===== config.mk =====
export PLATFORM = sky130hd
export DESIGN_NAME = gesture_frame_ctrl
export DESIGN_NICKNAME = d
export VERILOG_FILES = /design/src/rtl/gesture_pkg.sv /design/src/rtl/seq_div.sv /design/src/rtl/gesture_frame_ctrl.sv
export SDC_FILE = /design/constraint.sdc
export NUM_CORES = 1
export LEC_CHECK = 0
export BUFFER_PORTS_ARGS = -buffer_cell sky130_fd_sc_hd__buf_2
export CORE_MARGIN = 2
export CORE_UTILIZATION = 40
export CTS_CLUSTER_SIZE = 25
export DETAILED_ROUTE_END_ITERATION = 12
export PLACE_DENSITY = 0.58
export SYNTH_ARGS = -nofsm -noshare
export SYNTH_HDL_FRONTEND = slang
export SYNTH_SLANG_ARGS = --single-unit
export TNS_END_PERCENT = 30

===== constraint.sdc =====
create_clock -name clk -period 10.95 [get_ports clk]
set_clock_uncertainty 0.2 [all_clocks]
set_input_delay 3.285 -clock clk [delete_from_list [all_inputs] [get_ports clk]]
set_output_delay 3.285 -clock clk [all_outputs]
set_load 0.02 [all_outputs]

===== src/rtl/gesture_pkg.sv =====
// Shared types and defaults for the gesture frame sequencer.
// Coordinate, perimeter and quotient widths plus the FSM state encoding.
package gesture_pkg;

  localparam int DW_DEF = 12;
  localparam int PW_DEF = 20;
  localparam int QW_DEF = 24;

  typedef enum logic [2:0] {
    ST_ARM    = 3'd0,
    ST_ACTIVE = 3'd1,
    ST_SETTLE = 3'd2,
    ST_MULT   = 3'd3,
    ST_DIV    = 3'd4,
    ST_OUT    = 3'd5
  } state_t;

  typedef struct packed {
    logic [DW_DEF-1:0] x_min;
    logic [DW_DEF-1:0] x_max;
    logic [DW_DEF-1:0] y_min;
    logic [DW_DEF-1:0] y_max;
  } box_t;

endpackage


===== src/rtl/seq_div.sv =====
// Restoring serial divider, one quotient bit per cycle.
// The first bit is resolved on the start cycle, so QW cycles elapse before done.
module seq_div #(
  parameter int QW = 24,
  parameter int PW = 20
) (
  input  logic          clk,
  input  logic          rst_n,
  input  logic          start,
  input  logic [QW-1:0] dividend,
  input  logic [PW-1:0] divisor,
  output logic          busy,
  output logic          done,
  output logic [QW-1:0] quotient
);

  localparam int CW = $clog2(QW + 1);

  logic [PW-1:0] rem_q, rem_d;
  logic [QW-1:0] quo_q, quo_d;
  logic [PW-1:0] dvs_q, dvs_d;
  logic [CW-1:0] cnt_q, cnt_d;
  logic          busy_q, busy_d;
  logic          done_q, done_d;

  logic [PW-1:0] src_rem;
  logic [QW-1:0] src_quo;
  logic [PW-1:0] src_dvs;
  logic [PW:0]   shifted;
  logic          ge;
  logic [PW-1:0] step_rem;
  logic [QW-1:0] step_quo;

  assign src_rem  = start ? '0 : rem_q;
  assign src_quo  = start ? dividend : quo_q;
  assign src_dvs  = start ? divisor : dvs_q;
  assign shifted  = {src_rem, src_quo[QW-1]};
  assign ge       = shifted >= {1'b0, src_dvs};
  assign step_rem = ge ? PW'(shifted - {1'b0, src_dvs})
                       : shifted[PW-1:0];
  assign step_quo = {src_quo[QW-2:0], ge};

  always_comb begin
    rem_d  = rem_q;
    quo_d  = quo_q;
    dvs_d  = dvs_q;
    cnt_d  = cnt_q;
    busy_d = busy_q;
    done_d = 1'b0;
    if (start) begin
      rem_d  = step_rem;
      quo_d  = step_quo;
      dvs_d  = divisor;
      cnt_d  = CW'(QW - 1);
      busy_d = 1'b1;
    end else if (busy_q) begin
      rem_d = step_rem;
      quo_d = step_quo;
      cnt_d = cnt_q - CW'(1);
      if (cnt_q == CW'(1)) begin
        busy_d = 1'b0;
        done_d = 1'b1;
      end
    end
  end

  always_ff @(posedge clk or negedge rst_n) begin
    if (!rst_n) begin
      rem_q  <= '0;
      quo_q  <= '0;
      dvs_q  <= '0;
      cnt_q  <= '0;
      busy_q <= 1'b0;
      done_q <= 1'b0;
    end else begin
      rem_q  <= rem_d;
      quo_q  <= quo_d;
      dvs_q  <= dvs_d;
      cnt_q  <= cnt_d;
      busy_q <= busy_d;
      done_q <= done_d;
    end
  end

  assign busy     = busy_q;
  assign done     = done_q;
  assign quotient = quo_q;

endmodule


===== src/rtl/gesture_frame_ctrl.sv =====
// Frame sequencer: gates the bbox tracker per frame, then computes
// box area and area/perimeter and hands one result per frame downstream.
module gesture_frame_ctrl
  import gesture_pkg::*;
#(
  parameter int SETTLE_CYC = 3,
  parameter int DW         = DW_DEF,
  parameter int PW         = PW_DEF,
  parameter int QW         = QW_DEF
) (
  input  logic          clk,
  input  logic          rst_n,
  input  logic          cfg_enable,
  input  logic [3:0]    cfg_skip,
  input  logic          vsync,
  input  logic [DW-1:0] trk_x_min,
  input  logic [DW-1:0] trk_x_max,
  input  logic [DW-1:0] trk_y_min,
  input  logic [DW-1:0] trk_y_max,
  input  logic [PW-1:0] trk_perim,
  output logic          trk_clr,
  output logic          trk_en,
  output logic          res_valid,
  input  logic          res_ready,
  output logic [4*DW-1:0] res_box,
  output logic [QW-1:0] res_area,
  output logic [QW-1:0] res_ratio,
  output logic          res_empty,
  output logic [15:0]   frame_cnt,
  output logic [7:0]    drop_cnt
);

  localparam int SW = (SETTLE_CYC > 1) ? $clog2(SETTLE_CYC) : 1;

  state_t          state_q, state_d;
  logic            vs_q, vs_prev_q;
  logic [3:0]      skip_q, skip_d;
  logic [SW-1:0]   settle_q, settle_d;
  logic [4*DW-1:0] box_q, box_d;
  logic [PW-1:0]   perim_q, perim_d;
  logic [QW-1:0]   area_q, area_d;
  logic [QW-1:0]   ratio_q, ratio_d;
  logic            empty_q, empty_d;
  logic            valid_q, valid_d;
  logic            clr_q, clr_d;
  logic            en_q, en_d;
  logic [15:0]     frame_q, frame_d;
  logic [7:0]      drop_q, drop_d;

  logic            rise, fall;
  logic [DW-1:0]   bx_min, bx_max, by_min, by_max;
  logic            empty_c;
  logic [QW-1:0]   area_c;
  logic            div_start, div_busy, div_done;
  logic [QW-1:0]   div_quo;

  assign rise = vs_q & ~vs_prev_q;
  assign fall = ~vs_q & vs_prev_q;

  assign {bx_min, bx_max, by_min, by_max} = box_q;
  assign empty_c = (bx_max < bx_min) || (by_max < by_min);
  assign area_c  = QW'(bx_max - bx_min) * QW'(by_max - by_min);

  assign div_start = (state_q == ST_MULT) && !empty_c
                     && (perim_q != '0);

  seq_div #(.QW(QW), .PW(PW)) u_div (
    .clk      (clk),
    .rst_n    (rst_n),
    .start    (div_start),
    .dividend (area_c),
    .divisor  (perim_q),
    .busy     (div_busy),
    .done     (div_done),
    .quotient (div_quo)
  );

  always_comb begin
    state_d  = state_q;
    skip_d   = skip_q;
    settle_d = settle_q;
    box_d    = box_q;
    perim_d  = perim_q;
    area_d   = area_q;
    ratio_d  = ratio_q;
    empty_d  = empty_q;
    valid_d  = valid_q;
    clr_d    = 1'b0;
    en_d     = en_q;
    frame_d  = frame_q;
    drop_d   = drop_q;

    // A start we cannot take is decimated first, else counted as missed
    if (rise) begin
      if (state_q == ST_ARM) begin
        if (cfg_enable) begin
          if (skip_q == 4'd0) begin
            clr_d   = 1'b1;
            en_d    = 1'b1;
            state_d = ST_ACTIVE;
          end else begin
            skip_d = skip_q - 4'd1;
          end
        end
      end else if (skip_q != 4'd0) begin
        skip_d = skip_q - 4'd1;
      end else if (drop_q != 8'hff) begin
        drop_d = drop_q + 8'd1;
      end
    end

    unique case (state_q)
      ST_ARM: ;
      ST_ACTIVE: begin
        if (fall) begin
          en_d     = 1'b0;
          skip_d   = cfg_skip;
          settle_d = '0;
          state_d  = ST_SETTLE;
        end
      end
      ST_SETTLE: begin
        if (settle_q == SW'(SETTLE_CYC - 1)) begin
          box_d   = {trk_x_min, trk_x_max,
                     trk_y_min, trk_y_max};
          perim_d = trk_perim;
          state_d = ST_MULT;
        end else begin
          settle_d = settle_q + SW'(1);
        end
      end
      ST_MULT: begin
        if (empty_c) begin
          empty_d = 1'b1;
          area_d  = '0;
          ratio_d = '0;
          valid_d = 1'b1;
          state_d = ST_OUT;
        end else begin
          empty_d = 1'b0;
          area_d  = area_c;
          state_d = ST_DIV;
        end
      end
      ST_DIV: begin
        if (perim_q == '0) begin
          ratio_d = '0;
          valid_d = 1'b1;
          state_d = ST_OUT;
        end else if (div_done && !div_busy) begin
          ratio_d = div_quo;
          valid_d = 1'b1;
          state_d = ST_OUT;
        end
      end
      ST_OUT: begin
        if (res_ready) begin
          valid_d = 1'b0;
          frame_d = frame_q + 16'd1;
          state_d = ST_ARM;
        end
      end
      default: state_d = ST_ARM;
    endcase
  end

  always_ff @(posedge clk or negedge rst_n) begin
    if (!rst_n) begin
      state_q   <= ST_ARM;
      vs_q      <= 1'b0;
      vs_prev_q <= 1'b0;
      skip_q    <= '0;
      settle_q  <= '0;
      box_q     <= '0;
      perim_q   <= '0;
      area_q    <= '0;
      ratio_q   <= '0;
      empty_q   <= 1'b0;
      valid_q   <= 1'b0;
      clr_q     <= 1'b0;
      en_q      <= 1'b0;
      frame_q   <= '0;
      drop_q    <= '0;
    end else begin
      state_q   <= state_d;
      vs_q      <= vsync;
      vs_prev_q <= vs_q;
      skip_q    <= skip_d;
      settle_q  <= settle_d;
      box_q     <= box_d;
      perim_q   <= perim_d;
      area_q    <= area_d;
      ratio_q   <= ratio_d;
      empty_q   <= empty_d;
      valid_q   <= valid_d;
      clr_q     <= clr_d;
      en_q      <= en_d;
      frame_q   <= frame_d;
      drop_q    <= drop_d;
    end
  end

  assign trk_clr   = clr_q;
  assign trk_en    = en_q;
  assign res_valid = valid_q;
  assign res_box   = box_q;
  assign res_area  = area_q;
  assign res_ratio = ratio_q;
  assign res_empty = empty_q;
  assign frame_cnt = frame_q;
  assign drop_cnt  = drop_q;

endmodule


==> flow_results.xml, run 1 <==
<?xml version="1.0" encoding="UTF-8"?>
<metrics>
  <group name="status">
    <metric name="run_status" unit="">completed</metric>
  </group>
  <group name="clocking">
    <metric name="clockRootBuffer" unit="">sky130_fd_sc_hd__clkbuf_16</metric>
    <metric name="worst_skew_pair.late_latency" unit="ns">0.57</metric>
    <metric name="clockBufferDepth" unit="">3</metric>
    <metric name="numCtsBuffers" unit="">26</metric>
    <metric name="clk_pin_slew_worst_paths" unit="ns">0.06</metric>
    <metric name="clock_tree.htree_level_count" unit="">1</metric>
    <metric name="cts.sinks" unit="">226</metric>
    <metric name="clock_tree_from_tritoncts" unit="">built</metric>
    <metric name="cts.hold.buffers_added" unit="">0</metric>
  </group>
  <group name="placed_design">
    <metric name="half_perimeter_wire_length_of_the_detailed_placement_result" unit="um">36730</metric>
    <metric name="placed_area" unit="um^2">19300</metric>
    <metric name="buffer_ports.inserted" unit="">200</metric>
    <metric name="globalplace.congestion" unit="">0.8986</metric>
  </group>
  <group name="floorplan">
    <metric name="floorplan.initialDensity" unit="%">40.48</metric>
    <metric name="die-width" unit="um">212.6</metric>
    <metric name="design.portCount" unit="">201</metric>
    <metric name="die_height" unit="um">212.6</metric>
    <metric name="placeableCoreArea" unit="um^2">42980</metric>
    <metric name="die-area" unit="um^2">45180</metric>
    <metric name="floorplan.rows" unit="">76</metric>
  </group>
  <group name="routing">
    <metric name="number_of_nets_with_antenna_violations_after_routing" unit="">0</metric>
    <metric name="dr_total_vias" unit="">13340</metric>
    <metric name="first_iter_violations" unit="">745</metric>
    <metric name="drc" unit="">0</metric>
    <metric name="drt_pre_antenna_iters" unit="">5</metric>
    <metric name="post_drt_via_cell_ratio" unit="">5.078</metric>
    <metric name="avgRoutedWirePerCell" unit="um">17.70</metric>
    <metric name="wl" unit="um">46480</metric>
  </group>
  <group name="worst_setup_path">
    <metric name="slowest_delay" unit="ns">0.56</metric>
    <metric name="worstPathArrival" unit="ns">10.64</metric>
    <metric name="required_time_at_the_worst_slack_endpoint" unit="ns">11.24</metric>
    <metric name="r2r_setup_slack" unit="ns">0.60</metric>
    <metric name="endpoint_kind" unit="">register</metric>
    <metric name="crit_buf_inv" unit="">5</metric>
    <metric name="timing.critical_path.from_type" unit="">register</metric>
    <metric name="path_max_fanout" unit="">5</metric>
    <metric name="worstReg2RegStart" unit="">res_box[14]</metric>
    <metric name="r2r-end" unit="">u_div.rem_q[18]</metric>
    <metric name="ff2ff_path_depth" unit="">41</metric>
    <metric name="worst_path_dominant_cell_family" unit="">adder cells</metric>
    <metric name="worst_path_max_delay_cell" unit="">sky130_fd_sc_hd__fa_1</metric>
    <metric name="path_depth" unit="">41</metric>
    <metric name="critical_path.endpoint" unit="">u_div.rem_q[18]</metric>
    <metric name="criticalPathCategory" unit="">register to register</metric>
    <metric name="crit_top_cell" unit="">sky130_fd_sc_hd__fa_1</metric>
    <metric name="setup.worst_path.start" unit="">res_box[14]</metric>
  </group>
  <group name="sta">
    <metric name="clock.fmax" unit="MHz">96.58</metric>
    <metric name="final_worst_path_period_share" unit="%">94.55</metric>
    <metric name="rsz0062_at_grt" unit="">no</metric>
    <metric name="hold_viol" unit="">0</metric>
    <metric name="tightestPinTransition" unit="ns">1.072</metric>
    <metric name="relSlewSlack" unit="%">28.04</metric>
    <metric name="timing.final.crit_period" unit="ns">10.35</metric>
    <metric name="drv_slew" unit="">0</metric>
    <metric name="finalSetupViolCount" unit="">0</metric>
  </group>
  <group name="synthesis">
    <metric name="syn-instance-count" unit="">1809</metric>
    <metric name="synth-edff-count" unit="">0</metric>
    <metric name="yosys_warnings" unit="">0</metric>
    <metric name="yosys.cell_types.count" unit="">75</metric>
    <metric name="synth_area_per_cell" unit="um^2">9.618</metric>
    <metric name="synth.net_count" unit="">2153</metric>
    <metric name="seq_area_frac_synth" unit="%">32.50</metric>
    <metric name="ys_ff_latch" unit="">226</metric>
    <metric name="synth-async-reset-ratio" unit="%">100.0</metric>
    <metric name="syn_area" unit="um^2">17400</metric>
    <metric name="synth_ff_type" unit="">sky130_fd_sc_hd__dfrtp_1</metric>
  </group>
  <group name="grt">
    <metric name="grt_usage" unit="%">21.06</metric>
    <metric name="antenna_found_initial" unit="">0</metric>
    <metric name="grt_pass1_vias" unit="">13630</metric>
    <metric name="global_route.overflow_total" unit="">0</metric>
    <metric name="grt_pass1_wl" unit="um">74530</metric>
    <metric name="pin_count_of_the_biggest_net_entering_global_routing" unit="">104</metric>
  </group>
  <group name="final_layout">
    <metric name="final_design_area_excluding_fillers" unit="um^2">20300</metric>
    <metric name="area.growth.synth_to_final" unit="%">16.67</metric>
    <metric name="drive_gt1_share" unit="%">19.55</metric>
    <metric name="num-nets-final" unit="">2370</metric>
    <metric name="num-fill-cells" unit="">4211</metric>
    <metric name="num_antenna_cells" unit="">0</metric>
  </group>
  <group name="flow_run">
    <metric name="maxCapViolCount" unit="">0</metric>
  </group>
  <group name="min_path">
    <metric name="hold_class" unit="">register to register</metric>
  </group>
</metrics>
worst min-delay path by stage:
stage                     from         to  slack, ns  cells after the start
after CTS                 vs_q  vs_prev_q       0.22                      0
after detailed placement  vs_q  vs_prev_q       0.20                      0
after global routing      vs_q  vs_prev_q       0.22                      0
final                     vs_q  vs_prev_q       0.22                      0
after global placement    vs_q  vs_prev_q       0.20                      0
after floorplan           vs_q  vs_prev_q       0.17                      0
worst register-to-register path, delay by kind of cell (launching register included):
kind / cells / cell delay [ns]
simple gates: 4 / 0.64
fa+ha+maj: 10 / 4.29
xor+xnor: 2 / 0.31
flops: 1 / 0.37
buf+inv: 5 / 0.45
compound gates: 20 / 3.99
cells in the final DEF (no fill, tap or decap), types with 9 or more instances in the layout:
master / netlist / routed
sky130_fd_sc_hd__nand2_1: 236 / 236
sky130_fd_sc_hd__inv_1: 230 / 230
sky130_fd_sc_hd__dfrtp_1: 226 / 226
sky130_fd_sc_hd__buf_2: 7 / 199
sky130_fd_sc_hd__fa_1: 155 / 152
sky130_fd_sc_hd__nor2_1: 115 / 113
sky130_fd_sc_hd__ha_1: 112 / 111
sky130_fd_sc_hd__o21ai_0: 92 / 88
sky130_fd_sc_hd__a21oi_1: 71 / 67
sky130_fd_sc_hd__buf_4: 1 / 57
sky130_fd_sc_hd__xnor2_1: 59 / 55
sky130_fd_sc_hd__mux2_2: 46 / 46
sky130_fd_sc_hd__nor2b_1: 37 / 36
sky130_fd_sc_hd__and2_1: 36 / 35
sky130_fd_sc_hd__mux2i_1: 34 / 34
sky130_fd_sc_hd__nand2b_1: 34 / 33
sky130_fd_sc_hd__nor3_1: 31 / 30
sky130_fd_sc_hd__clkbuf_16: 0 / 26
sky130_fd_sc_hd__xor2_1: 25 / 24
sky130_fd_sc_hd__a211oi_1: 21 / 20
sky130_fd_sc_hd__nand3_1: 15 / 15
sky130_fd_sc_hd__o21a_1: 15 / 14
sky130_fd_sc_hd__nand4_1: 14 / 14
sky130_fd_sc_hd__o21ai_1: 11 / 12
sky130_fd_sc_hd__a21o_1: 10 / 10
sky130_fd_sc_hd__or3_1: 10 / 10
sky130_fd_sc_hd__o31ai_1: 9 / 9
synthesized netlist by cell type (all sizes together), types with 4 or more instances:
cell type  instances  area, um^2
a31oi              6       37.54
or2                7       43.79
o21bai             7       52.55
a311oi             4       35.03
nor2             115       431.7
clkbuf            55       206.5
nor4               8       50.05
buf               15       76.32
and3               4       25.02
a22o               4       35.03
o21a              15       112.6
mux2              46       518.0
nand3b             4       30.03
fa               155        3103
a21o              10       75.07
a21oi             73       380.4
nor3              31       155.2
and2              36       225.2
or3               10       62.56
nand2b            34       212.7
a211oi            22       170.2
o31ai              9       67.56
xnor2             60       533.0
o41ai              5       58.81
o211ai             6       55.05
xor2              25       219.0
nand4             14       87.58
nand3             15       75.07
ha               112        1401
o21ai            103       515.5
mux2i             34       340.3
nand2            237       892.1
dfrtp            226        5655
nor2b             37       231.5
inv              230       863.3
stage by stage:
stage / instances / TNS (ns) / worst slack (ns) / hold WS, ns / utilization (%)
6_report: 2626 / 0 / 0.5964 / 0.2151 / 47.23
5_1_grt: 2626 / 0 / 0.008636 / 0.2182 / 47.23
4_1_cts: 2622 / 0 / 0.02697 / 0.2178 / 46.76
3_5_place_dp: 2579 / -0.03727 / -0.03727 / 0.2043 / 44.90
3_3_place_gp: 2579 / 0 / 0.2116 / 0.1956 / 44.90
2_1_floorplan: 1809 / 0 / 0.7195 / 0.1673 / -
cells by family (layout without fill, tap and decap cells):
family / Yosys count / in the layout / share of synthesized area [%]
AO/OA/AOI/OAI: 288 / 288 / 10.54
XOR/XNOR: 87 / 87 / 4.588
adder cells (fa/ha/maj): 267 / 267 / 25.89
buffers and inverters: 300 / 532 / 6.587
flip-flops: 226 / 226 / 32.50
multiplexers: 80 / 80 / 4.933
AND/OR/NAND/NOR: 561 / 561 / 14.96
area by class of cell:
| cell class | instances | area, um^2 | share of cell area (%) |
|---|---|---|---|
| Clock inverter | 5 | 46.29 | 0.2281 |
| Inverter | 230 | 863.3 | 4.253 |
| Tap cell | 585 | 732.0 | 3.606 |
| Sequential cell | 226 | 5655 | 27.86 |
| Multi-Input combinational cell | 1283 | 10790 | 53.14 |
| Timing Repair Buffer | 259 | 1470 | 7.242 |
| Clock buffer | 38 | 745.7 | 3.674 |
timing repair:
action	4_1_cts	5_1_grt
pin swaps	0	15
endpoints found under the setup margin	1	21
hold endpoints to repair	0	0
resized for setup	1	37
setup buffers	0	4
layer usage:
metal | wire length (um) | global-route usage, %
met5 | 0 | 0
met4 | 860 | 4.292
met3 | 2513 | 3.279
met2 | 21120 | 33.29
met1 | 21990 | 30.68
sequential cells by signal (all words and copies together) (netlist names), 2 cells and up:
signal and count:
res_box 48, skip_q 4, state_q 3, perim_q 20, u_div.cnt_q 5, u_div.quotient 24, res_ratio 24, u_div.dvs_q 20
settle_q 2, res_area 24, drop_cnt 8, u_div.rem_q 20, frame_cnt 16
Power of run 1 is not shown: default switching activity piles up to over one toggle a cycle in this logic, so the estimate is an artifact.
==> run 2, diff against run 1 <==
==> constraint.sdc (replaced) <==
create_clock -name clk -period 10.95 [get_ports clk]
set_clock_uncertainty 0.2 [all_clocks]
set_input_delay 0 -clock clk [delete_from_list [all_inputs] [get_ports clk]]
set_output_delay 0 -clock clk [all_outputs]
set_load 0.02 [all_outputs]
==> run 2 against run 1 <==
Compared with the run above:
- the flow now finishes with violations (negative hold slack)
- critical path type unchanged
- worst setup slack got worse by 0.018 ns
- critical path depth increased by 1
- final cell count increased by 4.7%
- utilization increased by 2.9 points
- critical endpoint unchanged
- sequential cell count unchanged
- routed wire length increased by 5.6%
==> flow_results.xml, run 2 (synthesized netlist as in run 1, its figures left out) <==
<?xml version="1.0" encoding="UTF-8"?>
<metrics>
  <group name="status">
    <metric name="run_status" unit="">complete, but fails checks</metric>
    <metric name="violations" unit="">negative hold slack</metric>
  </group>
  <group name="worst_setup_path">
    <metric name="path_max_fanout" unit="">3</metric>
    <metric name="r2r-end" unit="">u_div.rem_q[18]</metric>
    <metric name="worstReg2RegStart" unit="">res_box[0]</metric>
    <metric name="crit_top_cell" unit="">sky130_fd_sc_hd__fa_1</metric>
    <metric name="timing.critical_path.from_type" unit="">register</metric>
    <metric name="slowest_delay" unit="ns">0.56</metric>
    <metric name="endpoint_kind" unit="">register</metric>
    <metric name="required_time_at_the_worst_slack_endpoint" unit="ns">11.24</metric>
    <metric name="ff2ff_path_depth" unit="">42</metric>
    <metric name="r2r_setup_slack" unit="ns">0.58</metric>
    <metric name="worst_path_max_delay_cell" unit="">sky130_fd_sc_hd__fa_1</metric>
    <metric name="criticalPathCategory" unit="">register to register</metric>
    <metric name="worstPathArrival" unit="ns">10.66</metric>
  </group>
  <group name="sta">
    <metric name="postLayoutSetupSlackWorst" unit="ns">0.5788</metric>
    <metric name="final_worst_path_period_share" unit="%">94.71</metric>
    <metric name="hold_viol" unit="">3</metric>
    <metric name="drv_slew" unit="">0</metric>
    <metric name="rsz0062_at_grt" unit="">no</metric>
    <metric name="tightestPinTransition" unit="ns">1.124</metric>
    <metric name="final.hold.worst_slack" unit="ns">-0.003243</metric>
    <metric name="clock.fmax" unit="MHz">96.42</metric>
    <metric name="timing.final.crit_period" unit="ns">10.37</metric>
    <metric name="relSlewSlack" unit="%">24.53</metric>
    <metric name="finalSetupViolCount" unit="">0</metric>
  </group>
  <group name="grt">
    <metric name="pin_count_of_the_biggest_net_entering_global_routing" unit="">102</metric>
    <metric name="grt_pass1_vias" unit="">14330</metric>
    <metric name="grt_pass1_wl" unit="um">78320</metric>
    <metric name="grt_usage" unit="%">22.15</metric>
    <metric name="antenna_found_initial" unit="">1</metric>
    <metric name="global_route.overflow_total" unit="">0</metric>
  </group>
  <group name="clocking">
    <metric name="clockRootBuffer" unit="">sky130_fd_sc_hd__clkbuf_16</metric>
    <metric name="clock_tree_from_tritoncts" unit="">built</metric>
    <metric name="clk_pin_slew_worst_paths" unit="ns">0.06</metric>
    <metric name="numCtsBuffers" unit="">26</metric>
    <metric name="cts.sinks" unit="">226</metric>
    <metric name="clockBufferDepth" unit="">3</metric>
    <metric name="clock_tree.htree_level_count" unit="">1</metric>
    <metric name="worst_skew_pair.late_latency" unit="ns">0.57</metric>
  </group>
  <group name="routing">
    <metric name="post_drt_via_cell_ratio" unit="">5.065</metric>
    <metric name="avgRoutedWirePerCell" unit="um">17.85</metric>
    <metric name="wl" unit="um">49070</metric>
    <metric name="first_iter_violations" unit="">858</metric>
    <metric name="drc" unit="">0</metric>
    <metric name="dr_total_vias" unit="">13930</metric>
    <metric name="number_of_nets_with_antenna_violations_after_routing" unit="">0</metric>
    <metric name="drt_pre_antenna_iters" unit="">5</metric>
  </group>
  <group name="final_layout">
    <metric name="area.growth.synth_to_final" unit="%">23.86</metric>
    <metric name="largest_register_ff_count" unit="">48</metric>
    <metric name="most_common_cell_after_layout_fill_and_taps_aside" unit="">sky130_fd_sc_hd__nand2_1</metric>
    <metric name="num-nets-final" unit="">2493</metric>
    <metric name="num-fill-cells" unit="">4037</metric>
    <metric name="drive_gt1_share" unit="%">18.53</metric>
    <metric name="post_route_utilization" unit="%">50.14</metric>
    <metric name="mostFrequentLayoutCells" unit="">sky130_fd_sc_hd__nand2_1, sky130_fd_sc_hd__inv_1, sky130_fd_sc_hd__dfrtp_1</metric>
  </group>
  <group name="min_path">
    <metric name="hold_path.startpoint" unit="">trk_perim[18]</metric>
    <metric name="timing.hold.worst_endpoint" unit="">perim_q[18]</metric>
    <metric name="hold_class" unit="">primary input to register</metric>
    <metric name="hold_path_depth" unit="">3</metric>
  </group>
  <group name="floorplan">
    <metric name="floorplan.initialDensity" unit="%">40.48</metric>
    <metric name="die-area" unit="um^2">45180</metric>
    <metric name="design.portCount" unit="">201</metric>
    <metric name="die-width" unit="um">212.6</metric>
    <metric name="floorplan.rows" unit="">76</metric>
    <metric name="die_height" unit="um">212.6</metric>
    <metric name="placeableCoreArea" unit="um^2">42980</metric>
  </group>
  <group name="placed_design">
    <metric name="buffer_ports.inserted" unit="">200</metric>
    <metric name="globalplace.congestion" unit="">0.8986</metric>
    <metric name="half_perimeter_wire_length_of_the_detailed_placement_result" unit="um">36730</metric>
    <metric name="dp_worst_setup_slack" unit="ns">-0.03727</metric>
  </group>
  <group name="flow_run">
    <metric name="maxCapViolCount" unit="">0</metric>
  </group>
</metrics>
-- run 2: layout make-up --
cell class | instances | area [um^2] | share of cell area, %
inverter | 230 | 863.3 | 4.006
antenna | 1 | 2.502 | 0.01161
sequential | 226 | 5655 | 26.24
clock inverter | 5 | 46.29 | 0.2148
tap | 585 | 732.0 | 3.396
timing repair buffer | 382 | 2719 | 12.62
multi-input combinational | 1283 | 10790 | 50.05
clock buffer | 38 | 745.7 | 3.460
-- run 2: worst max-delay path, delay by kind of cell, from the launching register on --
family	cells	cell delay, ns
and+or+nand+nor	6	0.92
DFF	1	0.35
adders and majority gates	11	4.54
buffers and inverters	5	0.39
AOI/OAI and AO/OA	19	3.72
xor gates and xnor gates	1	0.15
-- run 2: worst max-delay path by stage --
stage,from,end,cells past startpoint
floorplan,res_box[13],u_div.rem_q[18],41
global placement,res_box[24],u_div.rem_q[18],45
detailed placement,res_box[24],u_div.rem_q[18],45
CTS,res_box[24],u_div.rem_q[18],45
global route,res_box[24],u_div.rem_q[7],43
finish,res_box[0],u_div.rem_q[18],42
-- run 2: repair_timing --
item / 4_1_cts / 5_1_grt
hold endpoints to repair: 188 / 0
pin swaps: 0 / 15
buffers inserted: 0 / 4
hold buffers: 123 / 0
endpoints found under the setup margin: 1 / 21
resized for setup: 1 / 38
-- run 2: per-layer routing --
layer	up-vias	track usage (%)	part of all wire, %
li1	6597	-	-
met4	0	4.654	2.0
met1	6926	31.53	46
met3	58	3.323	5.3
met5	-	0	0
met2	349	35.89	46
-- run 2: per-stage QoR --
step / TNS (ns) / area, um^2 / instances / hold WS, ns
3_5_place_dp: -0.03727 / 19300 / 2579 / -0.1007
2_1_floorplan: 0 / 17400 / 1809 / -0.4956
4_1_cts: 0 / 21350 / 2745 / 0.0002097
5_1_grt: 0 / 21550 / 2749 / 0.01817
6_report: 0 / 21550 / 2750 / -0.003243
3_3_place_gp: 0 / 19300 / 2579 / -0.1082
Power of run 2 is left out for the same reason.
